===== src/rtl/nasti_burst_sequencer.sv =====
`default_nettype none
// nasti_burst_sequencer: pops AR/AW bursts, round-robin arbitrates them, expands them into backend beat
// commands, returns in-order read data and write responses. Optional feature macro: NASTI_SEQ_LAST_CHECK_EN.
// Packing (MSB..LSB): ax={id,addr,len[7:0],size[2:0],burst[1:0],user}  w={data,strb,last,user}
//                     b={id,resp[1:0],user}  r={id,data,last,resp[1:0],user}
// Revision: 1.0
module nasti_burst_sequencer #(
  parameter int C_NASTI_ID_WIDTH   = 4,
  parameter int C_NASTI_ADDR_WIDTH = 32,
  parameter int C_NASTI_DATA_WIDTH = 64,
  parameter int C_NASTI_USER_WIDTH = 1,
  parameter int C_MAX_PENDING      = 5,
  localparam int IW   = C_NASTI_ID_WIDTH,
  localparam int ADW  = C_NASTI_ADDR_WIDTH,
  localparam int DW   = C_NASTI_DATA_WIDTH,
  localparam int SW   = C_NASTI_DATA_WIDTH / 8,
  localparam int UW   = C_NASTI_USER_WIDTH,
  localparam int AX_W = IW + ADW + 8 + 3 + 2 + UW,
  localparam int W_W  = DW + SW + 1 + UW,
  localparam int B_W  = IW + 2 + UW,
  localparam int R_W  = IW + DW + 1 + 2 + UW
) (
  input  logic            core_clk,
  input  logic            core_arstn,
  input  logic [AX_W-1:0] ar_rdata,
  input  logic            ar_rempty,
  output logic            ar_rden,
  input  logic [AX_W-1:0] aw_rdata,
  input  logic            aw_rempty,
  output logic            aw_rden,
  input  logic [W_W-1:0]  w_rdata,
  input  logic            w_rempty,
  output logic            w_rden,
  output logic [B_W-1:0]  b_wdata,
  input  logic            b_wfull,
  output logic            b_wren,
  output logic [R_W-1:0]  r_wdata,
  input  logic            r_wfull,
  output logic            r_wren,
  output logic            cmd_valid,
  input  logic            cmd_ready,
  output logic            cmd_write,
  output logic [ADW-1:0]  cmd_addr,
  output logic [DW-1:0]   cmd_wdata,
  output logic [SW-1:0]   cmd_wstrb,
  input  logic            rsp_valid,
  output logic            rsp_ready,
  input  logic [DW-1:0]   rsp_data
);

  typedef struct packed {
    logic [IW-1:0]  id;
    logic [ADW-1:0] addr;
    logic [7:0]     len;
    logic [2:0]     size;
    logic [1:0]     burst;
    logic [UW-1:0]  user;
  } ax_t;

  typedef struct packed {
    logic [DW-1:0] data;
    logic [SW-1:0] strb;
    logic          last;
    logic [UW-1:0] user;
  } w_t;

  typedef struct packed {
    logic [IW-1:0] id;
    logic [1:0]    resp;
    logic [UW-1:0] user;
  } b_t;

  typedef struct packed {
    logic [IW-1:0] id;
    logic [DW-1:0] data;
    logic          last;
    logic [1:0]    resp;
    logic [UW-1:0] user;
  } r_t;

  typedef struct packed {
    logic [IW-1:0] id;
    logic [UW-1:0] user;
    logic          last;
  } tag_t;

  localparam logic [1:0] S_IDLE  = 2'd0;
  localparam logic [1:0] S_RD    = 2'd1;
  localparam logic [1:0] S_WR    = 2'd2;
  localparam logic [1:0] S_WRESP = 2'd3;

  localparam int PW = (C_MAX_PENDING > 1) ? $clog2(C_MAX_PENDING) : 1;
  localparam int CW = $clog2(C_MAX_PENDING + 1);

  ax_t ar_head, aw_head, gnt_head;
  w_t  w_head;
  b_t  b_out;
  r_t  r_out;

  logic [1:0]     state_q, state_d;
  logic           last_wr_q;
  logic           ar_pop_q, aw_pop_q;
  logic [IW-1:0]  id_q;
  logic [ADW-1:0] addr_q, addr_d;
  logic [7:0]     len_q, beat_q;
  logic [2:0]     size_q;
  logic [1:0]     burst_q;
  logic [UW-1:0]  user_q;
  logic [1:0]     b_resp;

  logic gnt_rd, gnt_wr, cmd_hs, last_beat;
  logic [ADW-1:0] step, wrap_mask;
  logic           wrap_ok;

  tag_t          tag_mem_q [C_MAX_PENDING];
  logic [PW-1:0] tag_wp_q, tag_rp_q;
  logic [CW-1:0] tag_cnt_q;
  logic          tag_full, tag_empty, tag_push, tag_pop;
  tag_t          tag_in, tag_head;

  assign ar_head = ar_rdata;
  assign aw_head = aw_rdata;
  assign w_head  = w_rdata;

  // last_wr_q remembers the previous winner so a contested IDLE cycle alternates
  assign gnt_rd   = (state_q == S_IDLE) && !ar_rempty && (aw_rempty || last_wr_q);
  assign gnt_wr   = (state_q == S_IDLE) && !aw_rempty && !gnt_rd;
  assign gnt_head = gnt_rd ? ar_head : aw_head;

  assign cmd_hs    = cmd_valid && cmd_ready;
  assign last_beat = (beat_q == len_q);

  always_ff @(posedge core_clk or negedge core_arstn) begin
    if (!core_arstn) begin
      state_q <= S_IDLE;
    end else begin
      state_q <= state_d;
    end
  end

  always_comb begin
    state_d = state_q;
    case (state_q)
      S_IDLE: begin
        if (gnt_rd)      state_d = S_RD;
        else if (gnt_wr) state_d = S_WR;
      end
      S_RD:    if (cmd_hs && last_beat) state_d = S_IDLE;
      S_WR:    if (cmd_hs && last_beat) state_d = S_WRESP;
      S_WRESP: if (!b_wfull)            state_d = S_IDLE;
      default: state_d = S_IDLE;
    endcase
  end

  always_comb begin
    cmd_valid = 1'b0;
    cmd_write = 1'b0;
    cmd_wdata = '0;
    cmd_wstrb = '0;
    w_rden    = 1'b0;
    b_wren    = 1'b0;
    case (state_q)
      S_RD: cmd_valid = !tag_full;
      S_WR: begin
        cmd_valid = !w_rempty;
        cmd_write = 1'b1;
        cmd_wdata = w_head.data;
        cmd_wstrb = w_head.strb;
        w_rden    = !w_rempty && cmd_ready;
      end
      S_WRESP: b_wren = !b_wfull;
      default: ;
    endcase
  end

  // FIFO pops are registered: the head was latched at grant and stays valid until this pop
  assign ar_rden  = ar_pop_q;
  assign aw_rden  = aw_pop_q;
  assign cmd_addr = addr_q;

  always_comb begin
    step      = ADW'(1) << size_q;
    wrap_mask = ((ADW'(len_q) + ADW'(1)) << size_q) - ADW'(1);
    wrap_ok   = (len_q == 8'd1) || (len_q == 8'd3) || (len_q == 8'd7) || (len_q == 8'd15);
    addr_d    = addr_q + step;
    if (burst_q == 2'b00) begin
      addr_d = addr_q;
    end else if ((burst_q == 2'b10) && wrap_ok) begin
      addr_d = (addr_q & ~wrap_mask) | ((addr_q + step) & wrap_mask);
    end
  end

  always_ff @(posedge core_clk or negedge core_arstn) begin
    if (!core_arstn) begin
      last_wr_q <= 1'b1;
      ar_pop_q  <= 1'b0;
      aw_pop_q  <= 1'b0;
      id_q      <= '0;
      addr_q    <= '0;
      len_q     <= '0;
      size_q    <= '0;
      burst_q   <= '0;
      user_q    <= '0;
      beat_q    <= '0;
    end else begin
      ar_pop_q <= gnt_rd;
      aw_pop_q <= gnt_wr;
      if (gnt_rd || gnt_wr) begin
        last_wr_q <= gnt_wr;
        id_q      <= gnt_head.id;
        addr_q    <= gnt_head.addr;
        len_q     <= gnt_head.len;
        size_q    <= gnt_head.size;
        burst_q   <= gnt_head.burst;
        user_q    <= gnt_head.user;
        beat_q    <= '0;
      end else if (cmd_hs) begin
        addr_q <= addr_d;
        beat_q <= beat_q + 8'd1;
      end
    end
  end

`ifdef NASTI_SEQ_LAST_CHECK_EN
  logic err_q;
  logic unused_w;

  always_ff @(posedge core_clk or negedge core_arstn) begin
    if (!core_arstn) begin
      err_q <= 1'b0;
    end else if (gnt_wr) begin
      err_q <= 1'b0;
    end else if ((state_q == S_WR) && cmd_hs && (w_head.last != last_beat)) begin
      err_q <= 1'b1;
    end
  end

  assign b_resp   = err_q ? 2'b10 : 2'b00;
  assign unused_w = ^w_head.user;
`else
  logic unused_w;

  assign b_resp   = 2'b00;
  assign unused_w = ^{w_head.last, w_head.user};
`endif

  assign b_out.id   = id_q;
  assign b_out.resp = b_resp;
  assign b_out.user = user_q;
  assign b_wdata    = b_out;

  // Read tag queue: one entry per issued read beat, popped as data returns in order
  assign tag_full  = (tag_cnt_q == CW'(C_MAX_PENDING));
  assign tag_empty = (tag_cnt_q == '0);
  assign tag_push  = (state_q == S_RD) && cmd_hs;
  assign tag_pop   = r_wren;
  assign tag_in    = '{id: id_q, user: user_q, last: last_beat};
  assign tag_head  = tag_mem_q[tag_rp_q];

  function automatic logic [PW-1:0] ptr_inc(input logic [PW-1:0] p);
    return (p == PW'(C_MAX_PENDING - 1)) ? '0 : p + PW'(1);
  endfunction

  always_ff @(posedge core_clk or negedge core_arstn) begin
    if (!core_arstn) begin
      tag_wp_q  <= '0;
      tag_rp_q  <= '0;
      tag_cnt_q <= '0;
      for (int i = 0; i < C_MAX_PENDING; i++) begin
        tag_mem_q[i] <= '0;
      end
    end else begin
      if (tag_push) begin
        tag_mem_q[tag_wp_q] <= tag_in;
        tag_wp_q            <= ptr_inc(tag_wp_q);
      end
      if (tag_pop) begin
        tag_rp_q <= ptr_inc(tag_rp_q);
      end
      if (tag_push && !tag_pop) begin
        tag_cnt_q <= tag_cnt_q + CW'(1);
      end else if (!tag_push && tag_pop) begin
        tag_cnt_q <= tag_cnt_q - CW'(1);
      end
    end
  end

  assign rsp_ready  = !r_wfull && !tag_empty;
  assign r_wren     = rsp_valid && rsp_ready;
  assign r_out.id   = tag_head.id;
  assign r_out.data = rsp_data;
  assign r_out.last = tag_head.last;
  assign r_out.resp = 2'b00;
  assign r_out.user = tag_head.user;
  assign r_wdata    = r_wren ? r_out : '0;

endmodule
`default_nettype wire


===== config.mk =====
export PLATFORM = sky130hd
export DESIGN_NAME = nasti_burst_sequencer
export DESIGN_NICKNAME = d
export VERILOG_FILES = /design/src/rtl/nasti_burst_sequencer.sv
export SDC_FILE = /design/constraint.sdc
export NUM_CORES = 1
export LEC_CHECK = 0
export BUFFER_PORTS_ARGS = -buffer_cell sky130_fd_sc_hd__buf_2
export CAP_MARGIN = 25
export CORE_AREA = 8 8 163 165
export CTS_BUF_LIST = sky130_fd_sc_hd__clkbuf_4
export CTS_CLUSTER_SIZE = 30
export DETAILED_ROUTE_END_ITERATION = 8
export DIE_AREA = 0 0 171 173
export GPL_ROUTABILITY_DRIVEN = 0
export GPL_TIMING_DRIVEN = 0
export PLACE_DENSITY = 0.64
export SLEW_MARGIN = 10
export SYNTH_ARGS = -nofsm -noshare
export SYNTH_HDL_FRONTEND = slang
export SYNTH_SLANG_ARGS = --single-unit

===== constraint.sdc =====
create_clock -name core_clk -period 5 [get_ports core_clk]
set_clock_uncertainty 0.2 [all_clocks]
set_input_delay 0.5 -clock core_clk [delete_from_list [all_inputs] [get_ports core_clk]]
set_output_delay 0.5 -clock core_clk [all_outputs]
set_load 0.01 [all_outputs]

### Word level (Yosys, flattened, before mapping)

Index checks and enable logic that the tools add are counted.

| operators by class | value |
|---|---|
| eq/ne operators | 17 |
| shifts and indexed selects | 2 |
| magnitude comparators | 3 |
| bitwise gates (word level) | 6 |
| muxes and demuxes | 30 |
| reduce and logical (&&, ||, !) cells | 36 |
| add/subtract/negate cells | 8 |

Operator list:

| cell | count |
|---|---|
| $mux W32 | 4 |
| $mux W72 | 1 |
| $and A32 B32 Y32 | 2 |
| $mux W64 | 1 |
| $mux W50 | 1 |
| $add A32 B32 Y32 | 1 |
| $not A32 Y32 | 1 |
| $or A32 B32 Y32 | 1 |
| $shl A1 B3 Y32 const A | 1 |
| $shl A9 B3 Y32 | 1 |
| $sub A32 B1 Y32 const B | 1 |
| $bwmux W30 | 1 |
| $mux W8 | 3 |
| $bmux W6 S3 | 1 |
| $demux W6 S3 | 1 |
| $mux W6 | 3 |
| $logic_and A1 B1 Y1 | 14 |
| $mux W3 | 4 |
| $logic_not A1 Y1 | 10 |
| $mux W2 | 5 |
| $add A3 B1 Y3 const B | 3 |
| $add A8 B1 Y9 const B | 1 |
| $eq A3 B3 Y1 const B | 3 |
| $add A8 B1 Y8 const B | 1 |
| 23 further kinds | 37 |

| storage, ports and cells | value |
|---|---|
| bits in registers | 102 |
| output and inout port bits | 191 |

### Logic depth before layout (Yosys ltp)

Gate-level depths: netlist of the first run.

| logic depth | value |
|---|---|
| depth in word-level cells | 10 |
| mapped depth | 18 |

### Worst setup path before layout of the first run

No wires, ideal clock.

| timing | value |
|---|---|
| path kind | flip-flop to flip-flop |
| start | reg size_q[0] |
| end | reg with a tool-made name |
| arrival | 3.394 ns |
| slack | 1.285 ns |
| cell stages (with the launch flop) | 16 |
| setup time | 0.121 ns |
| cells stage by stage | dfrtp_1 -> buf_2 -> buf_6 -> or2b_2 -> nor2_1 -> ha_1 -> nor2b_1 -> o21ai_0 -> a21boi_0 -> o21ai_0 -> or2b_2 -> a31oi_2 -> or3_1 -> clkbuf_1 -> o41ai_2 -> a22o_1 |

RTL lines:

| element | RTL line | source |
|---|---|---|
| from (decl) | 106 | `logic [2:0] size_q;` |
| from (signal assigned) | 213 | `size_q <= gnt_head.size;` |

==> impl_metrics.tcl, run 1 <==
set metrics [dict create \
    end_kind "flop" \
    place_inst 1702 \
    vias 9257 \
    status "complete, no violations" \
    yosysMostFrequentCell "dfrtp_1" \
    path_max_fanout 10 \
    wl_met3_um 3077 \
    slowest_delay_ns 0.52 \
    fin_area_mm2 0.01104 \
    internal-power_mw 2.853 \
    cp-start-kind "flop" \
    clockRootBuffer "clkbuf_4" \
    rows 57 \
    wl_met1_um 16000 \
    synth_top_flop_cell "dfrtp_1" \
    die_y_um 173 \
    pwr-share-seq_pct 25.1 \
    drv_slew 0 \
    dp_hpwl_um 29510 \
    power.leakage_nw 5.840 \
    worstSetupPathType "flop to flop" \
    drtAntennaViolNets 0 \
    start_util_pct 34.27 \
    comb_power_share_pct 66.9 \
    power_density_mw_per_mm2 532.7 \
    topRoutingLayerUsed "met5" \
    drive_gt1_share_pct 39.20 \
    synth_seq_cells 102 \
    cp_num_buf_inv 3 \
    p_sw_share_pct 51.48 \
    power_frac_clock_pct 8.0 \
    cap_violations 0 \
    netlist.area_leader.share_pct 30.77 \
    power_switching_mw 3.027 \
    finalCriticalPeriod_ns 4.472 \
    r2r_slack_ns 0.53 \
    cp_top_family "compound AO/OA/AOI/OAI gates" \
    cts_setup_buffers 0 \
    grt_pass1_wl_um 53680 \
    remaining_drc_errors 0 \
    netlist_area_mm2 0.008213 \
    ios 438 \
    slowest_stage "a31oi_2" \
    clock_path_buffers 2 \
    final.period_utilization_pct 89.44 \
    vias_per_cell 5.369 \
    drt_iter0_markers 1102 \
    relSlewSlack_pct 35.67 \
    finalHoldViolCount 0 \
    regArea_mm2 0.002554 \
    num-nets-final 1665 \
    grt_pass1_vias 9033 \
    rsz0062_at_grt "false" \
    setup_tns_ns 0 \
    cp_data_arrival_time_ns 4.74 \
    synth_edf_count 0 \
    cpMostUsedCell "o21ai_0" \
    cts_buffers 9 \
    total_power_mw 5.880 \
    cp_data_required_time_ns 5.27 \
    synth_commonest_cells "101 x dfrtp_1, 77 x and2_1, 74 x and3_1, 72 x nor2_1, 53 x nand2_1" \
    fmax_mhz 223.6 \
    grt_max_degree 87 \
    dieArea_mm2 0.02958 \
    yosysTopAreaCell "dfrtp_1" \
    fin_cells 1724 \
    cts_tree "yes" \
    ys_seq_area_share_pct 31.09 \
    fp.dieW_um 171 \
    synth_area_per_cell_um2 8.709 \
    grtUsageTotal_pct 22.98 \
    insertion_delay_ns 0.51 \
    place_area_mm2 0.01084 \
    grt_overflow 0 \
    synthTopCellsByArea "dfrtp_1 31%, and2_1 5.9%, and3_1 5.6%, mux2_2 4.3%, ha_1 3.5%" \
    worstPathCellList "buf_2 > buf_6 > or2b_2 > nor2_1 > ha_1 > nor2b_1 > o21ai_0 > a21boi_0 > o21ai_0 > or2b_2 > a31oi_2 > or3_1 > clkbuf_1 > nor2_1 > o21ai_0 > a22o_1" \
    yosysWarningCount 0 \
    multi_input_area_mm2 0.005111 \
    worstHoldPathType "primary input to flop" \
    irDropWorstVdd_v 0.0002263 \
    cts_resized 0 \
    syn2layout_area_growth_pct 34.40 \
    timing_worst_slew_pin_value_ns 0.9549 \
    wl_per_cell_um 20.68 \
    clkTransAtPathRegs_ns 0.21 \
    htreeDepth 3 \
    drtPass1Iterations 5 \
    synthArstFlopShare_pct 100.0 \
    num-fill-cells 2460 \
    holdBufCountCts 2 \
    place.port_buffers 431 \
    wirelength_um 35650 \
    syn_inst 943 \
    met2_length_um 16160 \
    antenna_found_initial 8 \
    setup_violations 0 \
    core_area_mm2 0.02396 \
    clock-sinks 102 \
    yosysUniqueCellTypes 89 \
]
## area by class of cell
class | instances | share of cell area, %
multi-input combinational | 724 | 46.30
sequential | 102 | 23.14
timing repair buffer | 436 | 20.21
buffer | 75 | 3.707
tap | 324 | 3.673
inverter | 45 | 1.530
clock inverter | 7 | 0.7821
clock buffer | 9 | 0.6121
antenna | 2 | 0.04534
## cells in the final DEF (no fill, tap or decap), types with 8 or more instances in the layout
cell type  Yosys  layout
clkbuf_4       1      10
a211oi_1       9       9
a221oi_1      10      10
mux2_2        31      31
o21ai_0       45      45
clkbuf_1      45      45
buf_4          8       8
and3_1        74      74
dfrtp_1      101     101
and2_1        77      77
a21oi_1       41      41
nand2_1       53      53
ha_1          23      23
nor3_1        15      15
nand2b_1      10      10
buf_2          9     439
inv_1         44      44
a222oi_1      19      19
nand3_1       30      30
a22o_1        18      18
o41ai_2        8       8
nor2_1        72      72
a22oi_1       24      24
xnor2_1       25      25
xor2_1        12      12
## stage by stage
step	hold slack (ns)	setup WS, ns	utilization, %
6_report	0.03036	0.5280	46.06
5_1_grt	0.005491	0.2436	46.05
4_1_cts	0.001173	0.5648	45.96
3_5_place_dp	0.1500	0.6072	45.23
3_3_place_gp	0.2786	0.6983	45.01
2_1_floorplan	0.004409	1.285	-
## worst min-delay path, stage by stage
cell,delay [ns]
buf_2,0.08
a222oi_1,0.07
inv_1,0.05
## cell families after synthesis
kind of cell / count (synthesis) / synth area share [%]
xor+xnor: 37 / 3.946
mux: 42 / 6.505
fa+ha+maj: 25 / 3.992
compound gates: 236 / 21.94
simple gates: 380 / 25.44
buf+inv: 120 / 7.038
other cells: 1 / 0.04566
flops: 102 / 31.09
## layer usage
| layer | global-route usage (%) | up-vias |
|---|---|---|
| li1 | - | 4345 |
| met1 | 31.89 | 4468 |
| met2 | 35.77 | 401 |
| met3 | 5.990 | 35 |
| met4 | 3.588 | 8 |
| met5 | 0 | - |
## power by group through the flow
stage | Sequential, mW | Clock, mW | Combinational, mW
2_1_floorplan | 1.45 | 0 | 2.62
6_report | 1.47 | 0.472 | 3.93
4_1_cts | 1.47 | 0.483 | 3.92
3_3_place_gp | 1.47 | 0 | 3.84
3_5_place_dp | 1.49 | 0 | 3.91
5_1_grt | 1.52 | 0.516 | 4.32
## path summary, 6_finish.rpt
path / to / start / cells after the start
setup / recovery: flop / size_q[0]$_DFFE_PN0N_ / 16
setup reg to reg: flop / size_q[0]$_DFFE_PN0N_ / 16
hold reg to reg: tag_cnt_q[2]$_DFFE_PN0P_ / tag_cnt_q[2]$_DFFE_PN0P_ / 1
min in group asynchronous: len_q[7]$_DFFE_PN0N_ / core_arstn / 2
max in group asynchronous: id_q[0]$_DFFE_PN0N_ / core_arstn / 3
hold / removal: len_q[7]$_DFFE_PN0N_ / aw_rdata[13] / 3
Note: power is estimated with default switching activity, not from simulation.
==> run 2: changes to the inputs <==
Settings changed: RECOVER_POWER from default to 25.
Clock period 5 ns to 4.39 ns, I/O delays scaled along.
==> impl_metrics.tcl, run 2 (synthesis gave the netlist of run 1 again) <==
set metrics [dict create \
    ios 438 \
    drt_iter0_markers 1107 \
    grt_overflow 0 \
    antenna_found_initial 8 \
    drv_slew 87 \
    status "complete, but fails checks" \
    dp_hpwl_um 29510 \
    relSlewSlack_pct -46.64 \
    setup_violations 0 \
    cp_num_buf_inv 1 \
    layout_common_cells "440 x buf_2, 101 x dfrtp_1, 77 x and2_1" \
    slowest_delay_ns 0.59 \
    core_area_mm2 0.02396 \
    setup_slack_ns 0.2933 \
    num-nets-final 1703 \
    rows 57 \
    drtPass1Iterations 6 \
    wirelength_um 36160 \
    cts_setup_buffers 0 \
    end_kind "flop" \
    worstPathCellList "ha_1 > and3_1 > buf_6 > mux2i_1 > a31oi_1 > a311oi_2 > o211ai_2 > nor3_4 > and3_1 > ha_1 > nor2_1 > nor4_1 > xnor2_1 > o21ai_0" \
    clock-sinks 102 \
    pwr-share-seq_pct 24.5 \
    setup_tns_ns 0 \
    final_common_cell "buf_2" \
    vias 9398 \
    finalCriticalPeriod_ns 4.097 \
    finalHoldViolCount 0 \
    p_sw_share_pct 50.88 \
    htreeDepth 3 \
    dieArea_mm2 0.02958 \
    timing_worst_slew_pin_value_ns 2.200 \
    power_density_mw_per_mm2 601.9 \
    comb_power_share_pct 67.7 \
    cp-start-kind "flop" \
    grtUsageTotal_pct 23.28 \
    drtAntennaViolNets 0 \
    fin_area_mm2 0.01141 \
    cts_tree "yes" \
    multi_input_area_mm2 0.005127 \
    clock_path_buffers 2 \
    cp_data_required_time_ns 4.56 \
    regArea_mm2 0.002554 \
    path_max_fanout 9 \
    wl_per_cell_um 20.52 \
    irDropWorstVdd_v 0.0002617 \
    vias_per_cell 5.334 \
    cp_data_arrival_time_ns 4.26 \
    place_area_mm2 0.01084 \
    worstSetupPathType "flop to flop" \
    grt_pass1_wl_um 54520 \
    drive_gt1_share_pct 38.30 \
    clkTransAtPathRegs_ns 0.18 \
    die_y_um 173 \
    fmax_mhz 244.1 \
    insertion_delay_ns 0.51 \
    worstHoldPathType "primary input to flop" \
    hold-worst-slack_ns 0.01198 \
    cap_violations 1 \
    pre_cts_ws_ns -0.002766 \
    fin_cells 1762 \
    place_inst 1702 \
    violations "max-capacitance violations, max-slew violations" \
    fp.dieW_um 171 \
    grt_max_degree 87 \
    start_util_pct 34.27 \
    fin_util_pct 47.60 \
    rsz0062_at_grt "false" \
    internal-power_mw 3.372 \
    clockRootBuffer "clkbuf_4" \
    power_switching_mw 3.493 \
    final.period_utilization_pct 93.32 \
    num-fill-cells 2431 \
    cts_buffers 9 \
    place.port_buffers 431 \
    total_power_mw 6.865 \
    power_frac_clock_pct 7.8 \
    slowest_stage "dfrtp_1" \
    power.leakage_nw 5.975 \
    remaining_drc_errors 0 \
    syn2layout_area_growth_pct 38.88 \
    grt_pass1_vias 9273 \
    cp_top_family "simple AND/OR/NAND/NOR gates" \
]
-- run 2: cell types whose count changed in the layout (fill, tap and decap cells not counted) --
cell / previous run / this run
or3_1: 5 / 4
nor2_1: 72 / 71
buf_6: 5 / 4
a21boi_0: 3 / 2
or3_4: 0 / 1
clkbuf_2: 1 / 2
a21boi_1: 1 / 2
a31oi_4: 1 / 2
buf_2: 439 / 440
nor2_2: 0 / 1
dlygate4sd3_1: 6 / 44
buf_16: 1 / 0
a31oi_2: 1 / 0
-- run 2: area by class of cell --
type / count / share of cell area [%]
Multi-Input combinational cell: 724 / 44.95
Timing Repair Buffer: 474 / 22.63
Sequential cell: 102 / 22.39
Buffer: 75 / 3.598
Tap cell: 324 / 3.554
Inverter: 45 / 1.481
Clock inverter: 7 / 0.7569
Clock buffer: 9 / 0.5924
Antenna cell: 2 / 0.04388
-- run 2: power by group through the flow --
| stage | sequential (mW) | clock, mW | combinational [mW] |
|---|---|---|---|
| after floorplan | 1.66 | 0 | 2.98 |
| after global placement | 1.67 | 0 | 4.38 |
| after detailed placement | 1.69 | 0 | 4.45 |
| after CTS | 1.67 | 0.550 | 4.60 |
| after global routing | 1.73 | 0.588 | 5.09 |
| final | 1.68 | 0.536 | 4.65 |
-- run 2: final timing paths --
check                                            to  slack (ns)  cells after the start                     start
max                                            flop        0.29                     14      len_q[0]$_DFFE_PN0N_
min                            len_q[3]$_DFFE_PN0N_        0.01                      3               ar_rdata[9]
max reg2reg                                    flop        0.29                     14      len_q[0]$_DFFE_PN0N_
min reg2reg                tag_cnt_q[2]$_DFFE_PN0P_        0.31                      1  tag_cnt_q[2]$_DFFE_PN0P_
max in group asynchronous       id_q[0]$_DFFE_PN0N_        0.92                      3                core_arstn
min in group asynchronous     size_q[1]$_DFFE_PN0N_        0.40                      2                core_arstn
-- run 2: timing repair --
action,4_1_cts,5_1_grt
hold buffers,37,5
cloned,0,0
setup endpoints to repair,3,6
hold endpoints to repair,121,5
gates resized for setup,1,5
-- run 2: layer usage --
metal	share of wire (%)	track usage [%]	vias up	wire, µm
met1	45	32.26	4526	16240
met2	46	36.55	414	16600
li1	-	-	4419	-
met3	8.2	5.625	31	2954
met4	0.86	3.769	8	312
met5	0.13	0	-	48
-- run 2: tightest hold or removal path: stages --
cell      delay (ns)
buf_2           0.09
a222oi_1        0.09
inv_1           0.06
